===== src/rtl/keyboard_receive.sv =====
// Key-event receiver: keeps a registered image of every key and queues state
// changes in a FIFO toward a valid/ready consumer, with sticky error flags.
module keyboard_receive #(
  parameter int NKEYS = 103,
  parameter int DEPTH = 16,
  parameter int CW    = 5
) (
  input  logic             clock,
  input  logic             reset,
  input  logic             on_event,
  input  logic [7:0]       key_event,
  output logic [NKEYS-1:0] key_state,
  output logic             out_valid,
  input  logic             out_ready,
  output logic [7:0]       out_code,
  output logic [CW-1:0]    fifo_count,
  output logic             overflow,
  output logic             bad_code,
  input  logic             status_clear
);
  localparam int            AW   = $clog2(DEPTH);
  localparam logic [7:0]    NK   = 8'(NKEYS);
  localparam logic [CW-1:0] FULL = CW'(DEPTH);

  typedef struct packed {
    logic       pressed;
    logic [6:0] code;
  } kev_t;

  kev_t             ev;
  logic [127:0]     state_ext;
  logic [NKEYS-1:0] key_next;
  logic             code_bad, changes, full, pop, push_ok, ovf_set;
  logic [AW-1:0]    wr_ptr, rd_ptr, rd_ptr_nxt;
  logic [CW-1:0]    count_nxt;
  logic [7:0]       head_nxt;
  logic [7:0]       mem [DEPTH];

  assign ev        = kev_t'(key_event);
  // Zero-padded so any 7-bit code can be looked up without a range check.
  assign state_ext = 128'(key_state);

  assign code_bad  = on_event && ({1'b0, ev.code} >= NK);
  assign changes   = on_event && !code_bad && (state_ext[ev.code] != ev.pressed);
  assign full      = (fifo_count == FULL);
  assign out_valid = (fifo_count != '0);
  assign pop       = out_valid && out_ready;
  // A pop in the same cycle frees the slot the full FIFO would otherwise lack.
  assign push_ok   = changes && (!full || pop);
  assign ovf_set   = changes && full && !pop;

  always_comb begin
    key_next = key_state;
    for (int k = 0; k < NKEYS; k++)
      if (changes && ev.code == 7'(k)) key_next[k] = ev.pressed;
  end

  always_comb begin
    count_nxt  = fifo_count;
    rd_ptr_nxt = rd_ptr;
    if (pop) rd_ptr_nxt = rd_ptr + 1'b1;
    case ({push_ok, pop})
      2'b10:   count_nxt = fifo_count + 1'b1;
      2'b01:   count_nxt = fifo_count - 1'b1;
      default: count_nxt = fifo_count;
    endcase
    // The incoming entry becomes the head only when it is the sole occupant.
    head_nxt = out_code;
    if (push_ok && count_nxt == CW'(1)) head_nxt = ev;
    else if (count_nxt != '0)           head_nxt = mem[rd_ptr_nxt];
  end

  always_ff @(posedge clock or posedge reset) begin
    if (reset) begin
      key_state  <= '0;
      wr_ptr     <= '0;
      rd_ptr     <= '0;
      fifo_count <= '0;
      out_code   <= '0;
      overflow   <= 1'b0;
      bad_code   <= 1'b0;
    end else begin
      key_state  <= key_next;
      rd_ptr     <= rd_ptr_nxt;
      fifo_count <= count_nxt;
      out_code   <= head_nxt;
      if (push_ok) wr_ptr <= wr_ptr + 1'b1;
      if (ovf_set)           overflow <= 1'b1;
      else if (status_clear) overflow <= 1'b0;
      if (code_bad)          bad_code <= 1'b1;
      else if (status_clear) bad_code <= 1'b0;
    end
  end

  // Storage needs no reset: only slots between the pointers are ever read.
  always_ff @(posedge clock)
    if (push_ok) mem[wr_ptr] <= ev;

endmodule

===== config.mk =====
export PLATFORM = sky130hd
export DESIGN_NAME = keyboard_receive
export DESIGN_NICKNAME = d
export VERILOG_FILES = /design/src/rtl/keyboard_receive.sv
export SDC_FILE = /design/constraint.sdc
export NUM_CORES = 1
export LEC_CHECK = 0
export CORE_UTILIZATION = 57
export CTS_CLUSTER_DIAMETER = 120
export CTS_CLUSTER_SIZE = 30
export DETAILED_ROUTE_END_ITERATION = 16
export PLACE_DENSITY_LB_ADDON = 0.2
export SLEW_MARGIN = 20
export SYNTH_ARGS = -nofsm -noshare
export SYNTH_HDL_FRONTEND = slang
export SYNTH_SLANG_ARGS = --single-unit

===== constraint.sdc =====
create_clock -name clock -period 5.05 [get_ports clock]
set_input_delay 1.01 -clock clock [delete_from_list [all_inputs] [get_ports clock]]
set_output_delay 1.01 -clock clock [all_outputs]
set_load 0.02 [all_outputs]

== Word-level counts from Yosys, hierarchy flattened ==
Memories as Yosys holds them, arrays and structs flattened.
Index checks and enable logic that the tools add are counted.

* Reduce and logical (&&, ||, !) cells: 121
* Mux-type cells: 11
* $add $sub $neg: 4
* Order comparisons: 2
* Equality and inequality tests: 107

{| class="wikitable"
|+ Operators by type and width
! cell !! count
|-
| $eq 7x7->1 const B || 39
|-
| $eq 7x6->1 const B || 32
|-
| $eq 7x5->1 const B || 16
|-
| $logic_and 1x1->1 || 111
|-
| $eq 7x4->1 const B || 8
|-
| $eq 7x3->1 const B || 4
|-
| $mux 8 || 2
|-
| $eq 7x2->1 const B || 2
|-
| $pmux 5 s2 || 1
|-
| $reduce_bool 5->1 || 2
|-
| $add 4x1->4 const B || 2
|-
| $lt 7x8->1 const B || 1
|-
| $bmux 1 s7 || 1
|-
| $eq 7x1->1 const B || 1
|-
| $ge 7x7->1 const B || 1
|-
| $logic_not 7->1 || 1
|-
| $mux 1 || 6
|-
| $reduce_bool 2->1 || 3
|-
| $add 5x1->5 const B || 1
|-
| $eq 5x1->1 const B || 1
|-
| $eq 5x5->1 const B || 1
|-
| $sub 5x1->5 const B || 1
|-
| $mux 4 || 1
|-
| $logic_not 1->1 || 3
|-
| other kinds (4) || 4
|}

* Bits in writable memories: 128
* Memories: 1
* Flip-flop bits (word level): 126
* Input bits: 13
* Output and inout bits: 119
* Logic and storage cells: 355

{| class="wikitable"
|+ Memories
! name !! depth !! width !! read ports !! clocked after memory_dff !! wr ports !! line !! text
|-
| mem || 16 || 8 || 1 || 0 || 1 || 37 || <nowiki>logic [7:0] mem [DEPTH];</nowiki>
|}

== Logic depth before layout (Yosys ltp) ==
* Depth after elaboration: 11
* Depth in mapped cells: 21
* Depth with buffers taken out: 17

== Least setup slack after synthesis ==
No wires, ideal clock.

* Path type: in2reg
* Start point: input port key_event[1]
* End point: register out_code[0]
* Setup slack: 0.175 ns
* Data arrival time: 4.724 ns
* Cell stages on the path: 19
* Buffers on the path: 3
* Cell sequence: buf_2 -> buf_2 -> buf_2 -> a211oi_1 -> a221oi_1 -> a41oi_1 -> a32oi_2 -> mux2_4 -> nor2_1 -> xor2_1 -> ha_1 -> or3_1 -> a21oi_1 -> nand2_1 -> nand2_1 -> a21oi_1 -> or2_2 -> nor4_4 -> a22oi_2

* Cells in the longest elaborated chain, start to end: 11
* Elaborated cells on any way between the ends: 17

{| class="wikitable"
|+ RTL lines
! item !! line !! text
|-
| start, declared || 11 || <nowiki>input logic [7:0] key_event,</nowiki>
|-
| branches (longest 4 deep; another with $bmux 1 s7) || - ||
|-
| $logic_and 1x1->1 (*) || 44 || <nowiki>assign changes = on_event && !code_bad && (state_ext[ev.code] != ev.pressed);</nowiki>
|-
| $logic_and 1x1->1 (*) || 49 || <nowiki>assign push_ok = changes && (!full || pop);</nowiki>
|-
| $eq 2x1->1 or $eq 2x2->1 (tied branches) || 62 || <nowiki>case ({push_ok, pop})</nowiki>
|-
| $pmux 5 s2 (*) || 62 ||
|-
| net count_nxt[4] || 35 || <nowiki>logic [CW-1:0] count_nxt;</nowiki>
|-
| $eq 5x1->1 || 69 || <nowiki>if (push_ok && count_nxt == CW'(1)) head_nxt = ev;</nowiki>
|-
| $logic_and 1x1->1 || 69 ||
|-
| $mux 8 or $reduce_bool 2->1 (tied branches) || - ||
|-
| end signal, assigned || 86 || <nowiki>out_code <= head_nxt;</nowiki>
|-
| end, declared || 15 || <nowiki>output logic [7:0] out_code,</nowiki>
|}

Mark *: on every way through the listed nets, which the timed path passes. The select of a mux whose other input is x is not followed.
A chain may end at the register's enable or synchronous reset.

== Worst setup path in the final report ==
* Start point: input port key_event[4]
* End point: register out_code[3]

* Cells in the longest elaborated chain, start to end: 11
* Elaborated cells on any way between the ends: 17

{| class="wikitable"
|+ RTL lines
! item !! line
|-
| branches (longest 4 deep; another with $bmux 1 s7) || -
|-
| $logic_and 1x1->1 (*) || 44
|-
| $logic_and 1x1->1 (*) || 49
|-
| $eq 2x1->1 or $eq 2x2->1 (tied branches) || 62
|-
| $pmux 5 s2 || 62
|-
| $eq 5x1->1 || 69
|-
| $logic_and 1x1->1 || 69
|-
| $mux 8 or $reduce_bool 2->1 (tied branches) || -
|}

Mark *: on every way between the ends. The select of a mux whose other input is x is not followed.

==> results.toml <==
[global_routing]
gr-total-overflow = 0
grt_pass1_wl_um = 48450
track_usage = 0.3067
grt-busiest-layer = "met2"
use_met3 = 0.05566
use_met2 = 0.4649
antenna_found_initial = 0
grt_max_degree = 79
grt_pass1_vias = 7928
grtUsageMet1 = 0.4601

[power_and_ir_drop]
total_power_mw = 5.758
leakage_nw = 5.433
power_density_mw_per_mm2 = 409.7
ir_drop_mv = 0.3005

[timing]
finalSetupViolations = 0
relSlewSlack = 0.3055
hold_viol_final = 0
period_share = 0.9344
worstMarginPinSlew_ps = 1034
fin_crit_ps = 4719
fmax_mhz = 211.9
fin_worst_skew_ps = 30.40
slew_viol_final = 0
tns_ps = 0
rsz0062_at_grt = "no"
layout_setup_ws_ps = 331.2
hold_ws_ps = 539.6

[placement]
dpl.hpwl_um = 22390
gp_congestion = 0.9209
numPlacedInstances = 1243
postPlaceCellArea_mm2 = 0.01370
portBuffers = 131
place_ws_ps = -184.9

[clocking]
cts-root-buf = "clkbuf_16"
cts_htree_levels = 1
cts.sink_count = 254
cts_made_buffers = 12
cts_tree = "built"
worstSkewPairLatency_ps = 500
clkTransAtPathRegs_ps = 120
clock_path_buffers = 3

[setup_path]
cp-end-kind = "flip-flop"
rr_worst_depth = 15
worstSetupStartpointType = "input port"
path_class = "in2reg"
worstPathMaxFanout = 8
cp.arrival_ps = 5150
crit_required_ps = 5480

[floorplan]
start_util = 0.5799
core_area_mm2 = 0.02017
dieArea_mm2 = 0.02110
rows = 52
die_h_um = 145.2
die_x_um = 145.2
io_pins = 132

[synthesis]
syn_area_mm2 = 0.01170
synthCells = 821
synth-seq-cells = 254
syn_nets = 841
ys_types = 61
ys_seq_area_frac = 0.5982
avgSynthCellArea_um2 = 14.25
yosys_warnings = 0

[finish]
fillerInstances = 1384
drive_gt1_frac = 0.2442
multi_input_area_mm2 = 0.004395
seqCellArea_mm2 = 0.006997
final_cell_count_no_fill = 1261
antenna_cells = 0
fin_nets = 1007
area_growth_pct = 20.18
post-route-util = 0.6969
fin_area_mm2 = 0.01406

[run_status]
outcome = "finished clean"

[job]
drv_cap = 0

[routing]
num_vias = 7880
drt_first_pass_iters = 5
via_per_inst = 6.249
drc = 0
first_iter_violations = 638
wire_per_inst_um = 24.91
drt-total-wl_um = 31420
ant_nets = 0

[hold_path]
hold_path_depth = 2
hp-class = "reg2reg"
==> final timing paths <==
| check | slack, ps | endpoint | startpoint |
|---|---|---|---|
| min in group asynchronous | 1070 | key_state[9] | reset |
| max in group asynchronous | 3000 | key_state[34] | reset |
| min | 540 | overflow | overflow |
| max | 330 | out_code[3] | key_event[4] |
| max reg2reg | 740 | out_code[3] | key_state[41] |
| min reg2reg | 540 | overflow | overflow |
==> Yosys cell counts (all sizes together) <==
cell / number / area (µm²)
nor2b: 6 / 37.54
o31ai: 44 / 344.1
a22o: 1 / 8.760
o21ai: 48 / 240.2
edfxtp: 128 / 3844
or4b: 1 / 13.76
nor3b: 1 / 7.510
nand3: 10 / 50.05
o211ai: 1 / 7.510
dfrtp: 126 / 3153
a32oi: 1 / 16.27
and2b: 1 / 7.510
mux2i: 32 / 324.1
a211oi: 2 / 15.01
a41oi: 1 / 8.760
nor3: 12 / 65.06
nor2: 29 / 108.9
a21oi: 5 / 25.02
xor2: 3 / 26.28
nand2: 86 / 322.8
o2111ai: 1 / 8.760
inv: 20 / 75.07
a22oi: 12 / 130.1
clkinv: 1 / 3.750
and3: 6 / 42.54
nand2b: 11 / 68.82
nand3b: 2 / 15.01
and2: 5 / 31.28
ha: 7 / 87.58
clkbuf: 40 / 150.1
nor4: 2 / 27.53
o211a: 1 / 17.52
or2: 3 / 18.77
a2bb2oi: 2 / 17.52
o221ai: 2 / 17.52
o22ai: 3 / 18.77
a221oi: 2 / 17.52
mux2: 70 / 795.8
xnor2: 7 / 68.82
or3: 9 / 57.56
nand4: 4 / 25.02
mux4: 56 / 1269
and4: 1 / 8.760
buf: 16 / 97.59
==> kinds of logic after synthesis <==
group	Yosys count	synth area share
AO/OA/AOI/OAI	126	0.07638
XOR/XNOR	10	0.008131
adder cells (fa/ha/maj)	7	0.007488
buffers and inverters	77	0.02792
flip-flops	254	0.5982
multiplexers	158	0.2042
AND/OR/NAND/NOR	189	0.07766
==> per-layer routing <==
layer | wire length (µm) | part of all wire | vias up
li1 | - | - | 3414
met1 | 13530 | 0.43 | 3996
met2 | 14330 | 0.46 | 412
met3 | 2728 | 0.087 | 58
met4 | 823 | 0.026 | 0
met5 | 0 | 0 | -
==> flip-flops by register name, summed over array words and instances, names as in the netlist <==
register,cells
out_code,8
rd_ptr,4
key_state,103
mem,128
fifo_count,5
overflow,1
bad_code,1
wr_ptr,4
==> worst max-delay path: stages <==
cell             delay (ps)
clkdlybuf4s50_1         620
inv_1                   120
nor2_2                  250
and4_1                  290
o31ai_4                  80
a32oi_2                 260
mux2_4                  330
nor2_1                  160
xor2_1                  170
ha_1                    250
nand3_1                 110
mux2_2                  320
a2bb2oi_1               140
a211oi_1                250
or4b_4                  580
a22oi_2                 200
==> power by group <==
part	internal [mW]	total (mW)	switching (mW)
Clock	0.460	1.11	0.647
Combinational	1.07	2.13	1.06
Sequential	2.35	2.52	0.166
Total	3.88	5.76	1.88
==> cell usage in the layout, fill, tap and decap left out, types with 28 or more instances in the layout <==
cell type        count
edfxtp_1           128
clkdlybuf4s50_1    127
dfrtp_1            126
nand2_1             86
buf_4               75
mux2_2              65
mux4_2              54
o21ai_0             47
o31ai_1             43
mux2i_1             30
nor2_1              28
==> final cells by class <==
type,instances,share of cell area
multi-input cells,490,0.3127
inverters,21,0.005786
repair buffers,208,0.1349
clock inverters,2,0.002314
clock buffers,16,0.02243
well taps,270,0.02403
flip-flops and latches,254,0.4978
==> timing repair <==
| item | 4_1_cts | 5_1_grt |
|---|---|---|
| endpoints found under the hold margin | 0 | 0 |
| setup endpoints to repair | 0 | 8 |
| hold buffers | 0 | 0 |
| resized for setup | 0 | 2 |
| buffers inserted | 0 | 0 |
Power figures use the tool's default switching activity.
